**src/rtl/mant_sub_serial_pkg.sv**
```systemverilog
// -----------------------------------------------------------------------------
// mant_sub_serial_pkg
//   Shared definitions for the byte-serial mantissa subtractor.
//   - state_t : FSM state encoding (IDLE, SUB, NEG, DONE)
//   - SLICE_W : width of one CLA slice in bits
//   - SLICE_SH: log2(SLICE_W), used to turn a slice index into a bit offset
// -----------------------------------------------------------------------------
package mant_sub_serial_pkg;

    localparam int SLICE_W  = 8;
    localparam int SLICE_SH = 3;

    typedef enum logic [1:0] {
        IDLE = 2'd0,
        SUB  = 2'd1,
        NEG  = 2'd2,
        DONE = 2'd3
    } state_t;

endpackage

```
**src/rtl/mant_sub_serial_cla8.sv**
```systemverilog
// -----------------------------------------------------------------------------
// mant_sub_serial_cla8
//   8-bit carry-lookahead slice (the CLA8bit slice of the mantissa datapath).
//   Computes {o_cout, o_sum} = i_a + i_b + i_cin.
// Ports
//   i_a, i_b  in  8  operands
//   i_cin     in  1  carry in
//   o_sum     out 8  sum
//   o_cout    out 1  carry out
// -----------------------------------------------------------------------------
module mant_sub_serial_cla8
    import mant_sub_serial_pkg::*;
(
    input  logic [SLICE_W-1:0] i_a,
    input  logic [SLICE_W-1:0] i_b,
    input  logic               i_cin,
    output logic [SLICE_W-1:0] o_sum,
    output logic               o_cout
);

    logic [SLICE_W-1:0] w_g;
    logic [SLICE_W-1:0] w_p;
    logic [SLICE_W:0]   w_c;

    assign w_g = i_a & i_b;
    assign w_p = i_a ^ i_b;

    // Carry recurrence c[i+1] = g[i] | p[i]&c[i]; written as a loop, it
    // flattens into the usual lookahead sum-of-products.
    always_comb begin
        w_c    = '0;
        w_c[0] = i_cin;
        for (int i = 0; i < SLICE_W; i++) begin
            w_c[i+1] = w_g[i] | (w_p[i] & w_c[i]);
        end
    end

    assign o_sum  = w_p ^ w_c[SLICE_W-1:0];
    assign o_cout = w_c[SLICE_W];

endmodule

```
**src/rtl/mant_sub_serial.sv**
```systemverilog
// -----------------------------------------------------------------------------
// mant_sub_serial
//   Byte-serial magnitude subtractor: computes |a-b|, sign of a-b and a zero
//   flag, one 8-bit slice per cycle through a single CLA slice.
// Ports
//   clk        in   1      clock, rising edge
//   rst        in   1      asynchronous active-high reset
//   in_valid   in   1      a/b valid
//   in_ready   out  1      operands accepted (high only in IDLE)
//   a, b       in   WIDTH  unsigned minuend / subtrahend
//   out_valid  out  1      result valid, held until out_ready
//   out_ready  in   1      consumer takes result
//   diff       out  WIDTH  |a-b|
//   neg        out  1      a < b
//   zero       out  1      a == b
//   dbg_state  out  2      current FSM state, for observation only
// Handshake: a transfer happens on a rising edge where valid and ready are
//   both high; the producer holds its data steady while valid && !ready.
// -----------------------------------------------------------------------------
module mant_sub_serial
    import mant_sub_serial_pkg::*;
#(
    parameter int WIDTH = 24
) (
    input  logic             clk,
    input  logic             rst,
    input  logic             in_valid,
    output logic             in_ready,
    input  logic [WIDTH-1:0] a,
    input  logic [WIDTH-1:0] b,
    output logic             out_valid,
    input  logic             out_ready,
    output logic [WIDTH-1:0] diff,
    output logic             neg,
    output logic             zero,
    output logic [1:0]       dbg_state
);

    localparam int N     = WIDTH / SLICE_W;
    localparam int CNT_W = (N > 1) ? $clog2(N) : 1;
    localparam int OFS_W = CNT_W + SLICE_SH;

    state_t             r_state;
    state_t             w_state_n;
    logic [CNT_W-1:0]   r_cnt;
    logic [WIDTH-1:0]   r_a;
    logic [WIDTH-1:0]   r_b;
    logic [WIDTH-1:0]   r_d;
    logic               r_carry;
    logic               r_neg;
    logic               r_zero;
    logic               r_out_valid;

    logic [OFS_W-1:0]   w_ofs;
    logic               w_last;
    logic [SLICE_W-1:0] w_op_a;
    logic [SLICE_W-1:0] w_op_b;
    logic [SLICE_W-1:0] w_sum;
    logic               w_cout;

    assign w_ofs  = {r_cnt, {SLICE_SH{1'b0}}};
    assign w_last = (r_cnt == CNT_W'(N - 1));

    // SUB: a[k] + ~b[k] + carry.  NEG: 0 + ~d[k] + carry (two's-complement
    // negate of the wrapped difference, giving b-a).
    always_comb begin
        w_op_a = '0;
        w_op_b = '0;
        if (r_state == SUB) begin
            w_op_a = r_a[w_ofs +: SLICE_W];
            w_op_b = ~r_b[w_ofs +: SLICE_W];
        end else if (r_state == NEG) begin
            w_op_b = ~r_d[w_ofs +: SLICE_W];
        end
    end

    mant_sub_serial_cla8 u_cla8 (
        .i_a    (w_op_a),
        .i_b    (w_op_b),
        .i_cin  (r_carry),
        .o_sum  (w_sum),
        .o_cout (w_cout)
    );

    // Next-state logic
    always_comb begin
        w_state_n = r_state;
        case (r_state)
            IDLE: if (in_valid) w_state_n = SUB;
            SUB:  if (w_last)   w_state_n = w_cout ? DONE : NEG;
            NEG:  if (w_last)   w_state_n = DONE;
            DONE: if (r_out_valid && out_ready) w_state_n = IDLE;
            default:            w_state_n = IDLE;
        endcase
    end

    always_ff @(posedge clk or posedge rst) begin
        if (rst) r_state <= IDLE;
        else     r_state <= w_state_n;
    end

    // Datapath registers
    always_ff @(posedge clk or posedge rst) begin
        if (rst) begin
            r_cnt       <= '0;
            r_a         <= '0;
            r_b         <= '0;
            r_d         <= '0;
            r_carry     <= 1'b0;
            r_neg       <= 1'b0;
            r_zero      <= 1'b0;
            r_out_valid <= 1'b0;
        end else begin
            case (r_state)
                IDLE: begin
                    if (in_valid) begin
                        r_a     <= a;
                        r_b     <= b;
                        r_carry <= 1'b1;
                        r_cnt   <= '0;
                        r_neg   <= 1'b0;
                        r_zero  <= 1'b0;
                    end
                end
                SUB: begin
                    r_d[w_ofs +: SLICE_W] <= w_sum;
                    r_carry               <= w_cout;
                    if (w_last) begin
                        r_cnt <= '0;
                        // No carry out of the top slice means a borrow: a < b.
                        if (!w_cout) begin
                            r_neg   <= 1'b1;
                            r_carry <= 1'b1;
                        end
                    end else begin
                        r_cnt <= r_cnt + CNT_W'(1);
                    end
                end
                NEG: begin
                    r_d[w_ofs +: SLICE_W] <= w_sum;
                    r_carry               <= w_cout;
                    if (w_last) r_cnt <= '0;
                    else        r_cnt <= r_cnt + CNT_W'(1);
                end
                DONE: begin
                    // First DONE cycle registers zero and raises out_valid;
                    // afterwards everything holds until the consumer accepts.
                    if (!r_out_valid) begin
                        r_out_valid <= 1'b1;
                        r_zero      <= (r_d == '0);
                    end else if (out_ready) begin
                        r_out_valid <= 1'b0;
                    end
                end
                default: ;
            endcase
        end
    end

    assign in_ready  = (r_state == IDLE);
    assign out_valid = r_out_valid;
    assign diff      = r_d;
    assign neg       = r_neg;
    assign zero      = r_zero;
    assign dbg_state = r_state;

endmodule

```
**config.mk**
```make
export PLATFORM = sky130hd
export DESIGN_NAME = mant_sub_serial
export DESIGN_NICKNAME = d
export VERILOG_FILES = /design/src/rtl/mant_sub_serial_pkg.sv /design/src/rtl/mant_sub_serial_cla8.sv /design/src/rtl/mant_sub_serial.sv
export SDC_FILE = /design/constraint.sdc
export NUM_CORES = 1
export LEC_CHECK = 0
export ABC_CLOCK_PERIOD_IN_PS = 9900
export BUFFER_PORTS_ARGS = -buffer_cell sky130_fd_sc_hd__buf_2
export CORE_AREA = 3 3 88 90
export CTS_CLUSTER_DIAMETER = 150
export DETAILED_ROUTE_END_ITERATION = 16
export DIE_AREA = 0 0 91 93
export PLACE_DENSITY = 0.83
export SETUP_SLACK_MARGIN = 0.05
export SLEW_MARGIN = 20
export SYNTH_ARGS = -nofsm -noshare
export SYNTH_HDL_FRONTEND = slang
export SYNTH_HIERARCHICAL = 1
export SYNTH_SLANG_ARGS = --single-unit
```
**constraint.sdc**
```tcl
create_clock -name clk -period 9.9 [get_ports clk]
set_input_delay 1.98 -clock clk [delete_from_list [all_inputs] [get_ports clk]]
set_output_delay 1.98 -clock clk [all_outputs]
set_load 0.05 [all_outputs]
```
Yosys cells after proc, flatten, opt, wreduce, memory -nomap -nowiden:

Cells that the tools add are included.

* flip-flop bits (word level): 80
* bits of input ports: 52
* output and inout bits: 30
* logic and storage cells: 85

* add/sub/neg operators: 2
* equal/unequal tests: 10
* shift-type cells: 5
* muxes and demuxes: 24
* bitwise operators: 21
* reduce and logical (&&, ||, !) cells: 14

Operators with widths (count)
* 24-bit by 6-bit variable part select with 8-bit output: 3
* 24-bit bitwise mux: 1
* 24-bit logical NOT: 1
* 8-bit two-way mux: 3
* 8-bit by 7-bit variable shift with 24-bit output (first input constant): 1
* 8-bit by 7-bit variable part select with 24-bit output: 1
* 8-bit NOT: 2
* 8-bit bitwise XOR: 2
* 2-bit two-way mux: 6
* 2-bit inequality test (second input constant): 6
* 1-bit two-way mux: 9
* 1-bit AND: 8
* 8-bit AND: 1
* 1-bit OR: 8
* 2-bit one-hot mux with 4 select lines: 1
* 4-bit AND reduction: 2
* 5-bit negator with 7-bit output: 1
* 2-bit == test (second input constant): 3
* 2-bit AND reduction: 3
* 2-bit nonzero test: 3
* 1-bit one-hot mux with 2 select lines: 2
* 2-bit one-hot mux with 2 select lines: 1
* 1-bit one-hot mux with 3 select lines: 1
* 3-bit AND reduction: 1
* 6 further kinds: 6

Longest topological paths before layout:

Gate-level depths: netlist (run 1).

* word-level depth: 24
* depth in mapped cells: 21
* mapped depth without buffers: 21

Hierarchy:

Netlist (run 1), hierarchy kept.

Modules (own cells, without submodules)
* mant_sub_serial: times used 1, cells an instance 318, area each 3898.7 um^2, seq. area each 2001.9 um^2
* mant_sub_serial_cla8: times used 1, cells an instance 18, area each 197.7 um^2, seq. area each 0.0 um^2

Worst setup path before layout (run 1):

OpenSTA, ideal clock, no wires.

* path kind: reg-to-reg
* from: register r_state[1], in the netlist dbg_state[1]
* to: register r_state[0], in the netlist dbg_state[0]
* library setup time: 0.138 ns
* arrival time: 4.732 ns
* setup slack: 5.030 ns
* stages on the path, launching flop included: 21
* buffers on the path: 2
* cell sequence: dfrtp_1 -> inv_1 -> ha_1 -> clkbuf_1 -> buf_2 -> o211ai_1 -> nand2_1 -> inv_1 -> fa_1 -> inv_1 -> fa_1 -> fa_1 -> fa_1 -> fa_1 -> fa_1 -> fa_1 -> inv_1 -> fa_1 -> inv_1 -> a2111oi_0 -> a21oi_1

* cells in the longest elaborated chain, start to end: 23
* elaborated cells on any way between the ends: 33

RTL lines
* start: declaration: RTL line mant_sub_serial.sv:43 `state_t r_state;`
* start signal: assignment: RTL line mant_sub_serial.sv:99 `else r_state <= w_state_n;`
* 2-bit == test: RTL line mant_sub_serial.sv:72 `end else if (r_state == NEG) begin`
* 8-bit two-way mux: RTL line mant_sub_serial.sv:72
* 8-bit two-way mux (*): RTL line mant_sub_serial.sv:69 `if (r_state == SUB) begin`
* via w_op_b[0]: RTL line mant_sub_serial.sv:57 `logic [SLICE_W-1:0] w_op_b;`
* 8-bit bitwise XOR: RTL line mant_sub_serial_cla8.sv:26 `assign w_p = i_a ^ i_b;`
* 1-bit AND: RTL line mant_sub_serial_cla8.sv:34 `w_c[i+1] = w_g[i] | (w_p[i] & w_c[i]);`
* 1-bit OR (*): RTL line mant_sub_serial_cla8.sv:34
* 1-bit AND (*): RTL line mant_sub_serial_cla8.sv:34
* [... 9 more ...]
* 1-bit AND (*): RTL line mant_sub_serial_cla8.sv:34
* 1-bit OR (*): RTL line mant_sub_serial_cla8.sv:34
* 1-bit AND (*): RTL line mant_sub_serial_cla8.sv:34
* 1-bit OR (*): RTL line mant_sub_serial_cla8.sv:34
* via w_cout: RTL line mant_sub_serial.sv:59 `logic w_cout;`
* 1-bit two-way mux (*): RTL line mant_sub_serial.sv:90 `SUB: if (w_last) w_state_n = w_cout ? DONE : NEG;`
* 2-bit two-way mux (*): RTL line mant_sub_serial.sv:90
* 2-bit one-hot mux with 4 select lines (*): RTL line mant_sub_serial.sv:88 `case (r_state)`

Mark *: on every way through the listed nets, which the timed path passes. The rest lies on a longest branch. The select of a mux whose other input is x is not followed.
A chain may end at the register's enable or synchronous reset.

Worst setup path after layout (run 1):

Same ends and word-level chain as after synthesis.

==> impl_metrics.env, run 1 <==
export IMPL_worstPathRequired_ps=10130
export IMPL_p_int_mw=0.994
export IMPL_post_place_cells=503
export IMPL_cts_tree="yes"
export IMPL_post_cts_setup_buffer_count=0
export IMPL_fp_dieW_um=91
export IMPL_clock_latency_ps=350
export IMPL_clock_sinks=80
export IMPL_gp_congestion=0.895
export IMPL_rsz0062_at_grt="no"
export IMPL_fin_crit_sh_pct=52.5
export IMPL_fin_worst_skew_ps=13.3
export IMPL_cts_resized=0
export IMPL_h_tree_depth=3
export IMPL_stdcell_area_sq_mm=0.00479
export IMPL_die_area_sq_mm=0.00846
export IMPL_critPathMaxFanout=22
export IMPL_ctsRootBufferMaster="clkbuf_8"
export IMPL_drive_gt1_share_pct=35.2
export IMPL_fin_tns_setup_ps=0
export IMPL_dpl_cell_area_sq_mm=0.00455
export IMPL_layout_nets=485
export IMPL_drc=0
export IMPL_cp_start_kind="flop"
export IMPL_cts_hold_buffers=0
export IMPL_ys_types=40
export IMPL_pwr_share_seq_pct=32.0
export IMPL_powerDensity_mw_per_mm2=375
export IMPL_arrival_ps=5420
export IMPL_p_total_mw=1.80
export IMPL_fp_coreArea_sq_mm=0.00714
export IMPL_min_from="r_b[22]$_DFFE_PP0P_"
export IMPL_via_per_inst=5.67
export IMPL_hold_path_class="flop to flop"
export IMPL_ys_ff_latch=80
export IMPL_numCtsBuffers=9
export IMPL_cp_end_kind="flop"
export IMPL_hold_depth=1
export IMPL_grt_pass1_wl_mm=15.2
export IMPL_syn2layout_area_growth_pct=16.9
export IMPL_routed_wl_mm=9.06
export IMPL_slew_headroom_pct=34.6
export IMPL_synth_nets=406
export IMPL_synthesis_area_sq_mm=0.00410
export IMPL_grt_overflow=0
export IMPL_grt_max_degree=81
export IMPL_ff2ff_setup_slack_ps=4700
export IMPL_holdPathEnd="r_b[22]$_DFFE_PP0P_"
export IMPL_setup_viol=0
export IMPL_maxCapViolCount=0
export IMPL_start_util_pct=57.4
export IMPL_clockBufferDepth=2
export IMPL_fin_crit_ps=5200
export IMPL_io_buffers=81
export IMPL_p_leak_nw=2.32
export IMPL_die_height_um=93
export IMPL_rr_endpoint="dbg_state[0]$_DFFE_PP0P_"
export IMPL_antenna_found_initial=0
export IMPL_switching_power_mw=0.803
export IMPL_drtIter0Drc=160
export IMPL_max_vdd_ir_drop_uv=160
export IMPL_rows=31
export IMPL_drt_first_pass_iters=4
export IMPL_fmax_mhz=192
export IMPL_n_antenna_cell=0
export IMPL_wl_per_cell_um=17.5
export IMPL_dpl_hpwl_mm=6.50
export IMPL_swShare_pct=44.7
export IMPL_tightest_slew_ps=981
export IMPL_r2r_worst_path_cells=20
export IMPL_path_class="flop to flop"
export IMPL_status="completed"
export IMPL_ios=82
export IMPL_detail_route_antenna_nets=0
export IMPL_grt_usage_pct=22.7
export IMPL_clock_power_share_pct=15.1
export IMPL_instances_no_fill=519
export IMPL_grt_pass1_vias=3117
export IMPL_maxSlewViolCount=0
export IMPL_final_hold_violation_count=0
export IMPL_synth_avg_cell_area_sq_um=12.2
export IMPL_vias=2942
export IMPL_syn_inst=336
export IMPL_yosysWarnings=6
export IMPL_ys_seq_area_share_pct=48.9
export IMPL_clkTransAtPathRegs_ps=80
export IMPL_combPwrFrac_pct=52.9
export IMPL_r2r_start="dbg_state[1]$_DFFE_PP0P_"
-- per-layer routing --
metal  track usage (%)  share of wire (%)
met5                 0                  0
met4              8.29                1.9
met1              28.7                 43
met3              6.19                6.4
met2              37.6                 49
-- worst max-delay path: stages, from the launching register on --
cell and delay (ps):
dfrtp_1 430, inv_1 120, ha_1 560, nand2b_1 310, a21oi_1 60, o21ai_0 80
nand2_1 60, inv_1 80, fa_1 180, inv_1 50, fa_1 380, fa_1 390
fa_1 390, fa_1 390, fa_1 390, fa_1 380, inv_1 90, fa_1 170
inv_1 90, a2111oi_0 400, a21oi_1 70
-- placed cells by master (no fill, tap or decap), types with 2 or more instances in the layout --
cell type  instances
a21oi_1            9
a22o_1            24
a31oi_1            2
a32o_1             2
and2_1             8
buf_2             81
buf_4              3
bufinv_16          2
clkbuf_8          11
dfrtp_1           80
fa_1               8
ha_1              10
inv_1             14
inv_2              2
mux2_1             9
mux2_2            41
mux2i_1           25
nand2_1           20
nand2b_1           2
nand3_1           10
nor2_1             6
nor3_4             2
nor4_1             4
o211ai_1           9
o21ai_0           17
-- power by group through the flow --
stage | logic, mW | clock network (mW) | registers [mW]
after global routing | 1.03 | 0.292 | 0.595
after global placement | 0.905 | 0 | 0.571
final | 0.950 | 0.272 | 0.574
after detailed placement | 0.944 | 0 | 0.579
after floorplan | 0.597 | 0 | 0.694
after CTS | 0.951 | 0.277 | 0.573
-- metrics by stage --
step | util [%] | setup WS [ps] | hold slack [ps]
final | 67.1 | 4700 | 493
after detailed placement | 63.8 | 4730 | 481
after floorplan | - | 5030 | 464
after global routing | 67.1 | 4220 | 520
after global placement | 63.8 | 4900 | 473
after CTS | 67.0 | 4720 | 500
-- registers in the layout, indices dropped and copies added, names as in the netlist --
register	count
r_a	24
zero	1
r_b	24
out_valid	1
neg	1
dbg_state	2
diff	24
r_carry	1
r_cnt	2
-- cell type report --
cell class	instances	area, sq um
Clock buffer	12	155
Fill cell	571	2350
Clock inverter	4	76.3
Timing Repair Buffer	84	428
Inverter	17	63.8
Tap cell	99	124
Multi-Input combinational cell	223	1940
Sequential cell	80	2000
-- cells in the mapped netlist (all sizes together) --
library cell / number / area share, %
a2111oi: 1 / 0.21
a21bo: 1 / 0.24
a21o: 1 / 0.18
a21oi: 9 / 1.1
a22o: 24 / 5.1
a31oi: 2 / 0.31
a32o: 2 / 0.49
and2: 8 / 1.2
and2b: 1 / 0.24
buf: 13 / 2.1
clkbuf: 3 / 0.27
clkinv: 1 / 0.092
dfrtp: 80 / 49
fa: 8 / 3.9
ha: 10 / 3.1
inv: 16 / 1.5
mux2: 50 / 14
mux2i: 25 / 6.1
nand2: 22 / 2.1
nand2b: 2 / 0.31
nand3: 10 / 1.2
nand4: 1 / 0.15
nor2: 6 / 0.55
nor2b: 1 / 0.15
nor3: 3 / 0.92
nor4: 4 / 0.61
nor4b: 2 / 0.79
o211ai: 9 / 1.6
o21a: 1 / 0.18
o21ai: 18 / 2.2
o21bai: 1 / 0.18
o221ai: 1 / 0.21
-- worst max-delay path by stage --
stage	cells after the start	to	startpoint
floorplan	20	dbg_state[0]$_DFFE_PP0P_	dbg_state[1]$_DFFE_PP0P_
global placement	20	dbg_state[0]$_DFFE_PP0P_	dbg_state[1]$_DFFE_PP0P_
detailed placement	20	dbg_state[0]$_DFFE_PP0P_	dbg_state[1]$_DFFE_PP0P_
CTS	20	dbg_state[0]$_DFFE_PP0P_	dbg_state[1]$_DFFE_PP0P_
global route	20	dbg_state[0]$_DFFE_PP0P_	dbg_state[1]$_DFFE_PP0P_
finish	20	dbg_state[0]$_DFFE_PP0P_	dbg_state[1]$_DFFE_PP0P_
-- cells by family after synthesis --
kind of cell	after synthesis	share of synthesized area, %
flip-flops	80	48.9
buffers and inverters	33	3.97
AO/OA/AOI/OAI	70	12.1
adder cells (fa/ha/maj)	18	6.96
multiplexers	75	19.9
AND/OR/NAND/NOR	60	8.25
Note: power is estimated with default switching activity, not from simulation.
==> run 2: changes to the inputs <==
--- a/config.mk
+++ b/config.mk
@@ -5,13 +5,13 @@
 export SDC_FILE = /design/constraint.sdc
 export NUM_CORES = 1
 export LEC_CHECK = 0
-export ABC_CLOCK_PERIOD_IN_PS = 9900
+export ABC_CLOCK_PERIOD_IN_PS = 5150
 export BUFFER_PORTS_ARGS = -buffer_cell sky130_fd_sc_hd__buf_2
-export CORE_AREA = 3 3 88 90
+export CORE_AREA = 3 3 91 93
 export CTS_CLUSTER_DIAMETER = 150
 export DETAILED_ROUTE_END_ITERATION = 16
-export DIE_AREA = 0 0 91 93
-export PLACE_DENSITY = 0.83
+export DIE_AREA = 0 0 94 96
+export PLACE_DENSITY = 0.78
 export SETUP_SLACK_MARGIN = 0.05
 export SLEW_MARGIN = 20
 export SYNTH_ARGS = -nofsm -noshare
==> constraint.sdc (replaced) <==
create_clock -name clk -period 5.15 [get_ports clk]
set_input_delay 1.03 -clock clk [delete_from_list [all_inputs] [get_ports clk]]
set_output_delay 1.03 -clock clk [all_outputs]
set_load 0.05 [all_outputs]
==> impl_metrics.env, run 2 (synthesis gave the netlist of run 1 again) <==
export IMPL_status="completed"
export IMPL_drtIter0Drc=183
export IMPL_clock_sinks=80
export IMPL_hold_path_class="flop to flop"
export IMPL_cts_hold_buffers=0
export IMPL_die_area_sq_mm=0.00902
export IMPL_numCtsBuffers=9
export IMPL_grt_pass1_vias=3006
export IMPL_via_per_inst=5.60
export IMPL_gp_congestion=0.856
export IMPL_rsz0062_at_grt="no"
export IMPL_clock_latency_ps=350
export IMPL_critical_path_slowest_cell="dfrtp_1"
export IMPL_die_height_um=96
export IMPL_arrival_ps=5020
export IMPL_crit_chain="inv_1, ha_1, nand2b_1, a21oi_1, o21ai_0, nand2_1, inv_1, fa_1, inv_1, fa_1, fa_1, fa_1, fa_1, fa_1, fa_1, inv_1, fa_1, inv_1, a2111oi_0, a21oi_1"
export IMPL_cp_depth=20
export IMPL_grt_usage_pct=21.0
export IMPL_crit_family="adder cells"
export IMPL_maxCapViolCount=0
export IMPL_final_util_pct=63.1
export IMPL_n_antenna_cell=0
export IMPL_max_vdd_ir_drop_uv=326
export IMPL_ios=82
export IMPL_cts_tree="yes"
export IMPL_grt_max_degree=50
export IMPL_grt_pass1_wl_mm=14.6
export IMPL_h_tree_depth=3
export IMPL_clkTransAtPathRegs_ps=80
export IMPL_worst_path_buf_inv=5
export IMPL_powerDensity_mw_per_mm2=709
export IMPL_clockBufferDepth=2
export IMPL_cpMostUsedCell="fa_1"
export IMPL_layout_nets=489
export IMPL_critPathMaxFanout=7
export IMPL_fp_dieW_um=94
export IMPL_fp_coreArea_sq_mm=0.00761
export IMPL_dpl_hpwl_mm=6.66
export IMPL_io_buffers=81
export IMPL_fin_crit_ps=4800
export IMPL_routed_wl_mm=8.91
export IMPL_drc=0
export IMPL_fin_tns_setup_ps=0
export IMPL_ctsRootBufferMaster="clkbuf_8"
export IMPL_post_cts_setup_buffer_count=0
export IMPL_final_hold_violation_count=0
export IMPL_stdcell_area_sq_mm=0.00480
export IMPL_final_cell_mix="buf_2 (81), dfrtp_1 (80), mux2_2 (41), mux2i_1 (25), a22o_1 (24)"
export IMPL_max_stage_delay_ps=450
export IMPL_cts_resized=0
export IMPL_r2r_worst_path_cells=20
export IMPL_fin_worst_skew_ps=10.8
export IMPL_dpl_cell_area_sq_mm=0.00459
export IMPL_fin_crit_sh_pct=93.2
export IMPL_syn2layout_area_growth_pct=17.2
export IMPL_hold_ws_ps=494
export IMPL_final_common_cell="buf_2"
export IMPL_fillCellCount=635
export IMPL_drt_first_pass_iters=4
export IMPL_cp_start_kind="flop"
export IMPL_drive_gt1_share_pct=36.3
export IMPL_rows=32
export IMPL_grt_overflow=0
export IMPL_worstPathRequired_ps=5370
export IMPL_detail_route_antenna_nets=0
export IMPL_p_leak_nw=2.32
export IMPL_maxSlewViolCount=0
export IMPL_start_util_pct=53.8
export IMPL_wl_per_cell_um=16.9
export IMPL_ff2ff_setup_slack_ps=350
export IMPL_fmax_mhz=208
export IMPL_setup_viol=0
export IMPL_cp_end_kind="flop"
export IMPL_hold_depth=1
export IMPL_tightest_slew_ps=804
export IMPL_antenna_found_initial=0
export IMPL_vias=2948
export IMPL_slew_headroom_pct=46.3
export IMPL_path_class="flop to flop"
[run 2: worst paths after layout]
kind,from,end
worst min register to register,r_b[22]$_DFFE_PP0P_,r_b[22]$_DFFE_PP0P_
worst min-delay path,r_b[22]$_DFFE_PP0P_,r_b[22]$_DFFE_PP0P_
min in group asynchronous,rst,r_b[2]$_DFFE_PP0P_
max in group asynchronous,rst,r_b[7]$_DFFE_PP0P_
worst max register to register,dbg_state[1]$_DFFE_PP0P_,dbg_state[0]$_DFFE_PP0P_
worst max-delay path,dbg_state[1]$_DFFE_PP0P_,dbg_state[0]$_DFFE_PP0P_
[run 2: cell type report]
type                            instances  area, sq um  share of cell area (%)
Clock buffer                           10          138                    2.87
Clock inverter                          6         67.6                    1.41
Inverter                               17         67.6                    1.41
Multi-Input combinational cell        223         1940                    40.4
Sequential cell                        80         2000                    41.7
Tap cell                              102          128                    2.66
Timing Repair Buffer                   88          458                    9.54
[run 2: metrics by stage]
stage | worst slack [ps] | std cells | total power [mW]
floorplan | 280 | 336 | 2.48
CTS | 388 | 526 | 3.41
finish | 351 | 526 | 3.40
global placement | 545 | 510 | 2.88
detailed placement | 409 | 510 | 2.94
global route | 78.8 | 526 | 3.64
[run 2: where the power goes]
part	switching, mW	internal (mW)	total [mW]	leakage (nW)
Combinational	1.10	0.709	1.81	1.23
Clock	0.236	0.239	0.475	0.0989
Sequential	0.204	0.913	1.12	0.998
[run 2: routing by layer]
metal  vias up  GRT usage, %  routed length [um]
met4         0          6.62                 112
met1      1448          28.4                3870
met2        99          33.3                4360
met3        14          5.55                 562
met5         -             0                   0
li1       1387             -                   -
[run 2: worst reg2reg max path, stage by stage, from the launching register on]
cell and delay [ps]:
dfrtp_1 450, inv_1 140, ha_1 180, nand2b_1 280, a21oi_1 60, o21ai_0 80, nand2_1 70, inv_1 70
fa_1 160, inv_1 50, fa_1 370, fa_1 390, fa_1 400, fa_1 390, fa_1 390, fa_1 380
inv_1 80, fa_1 160, inv_1 70, a2111oi_0 410, a21oi_1 70
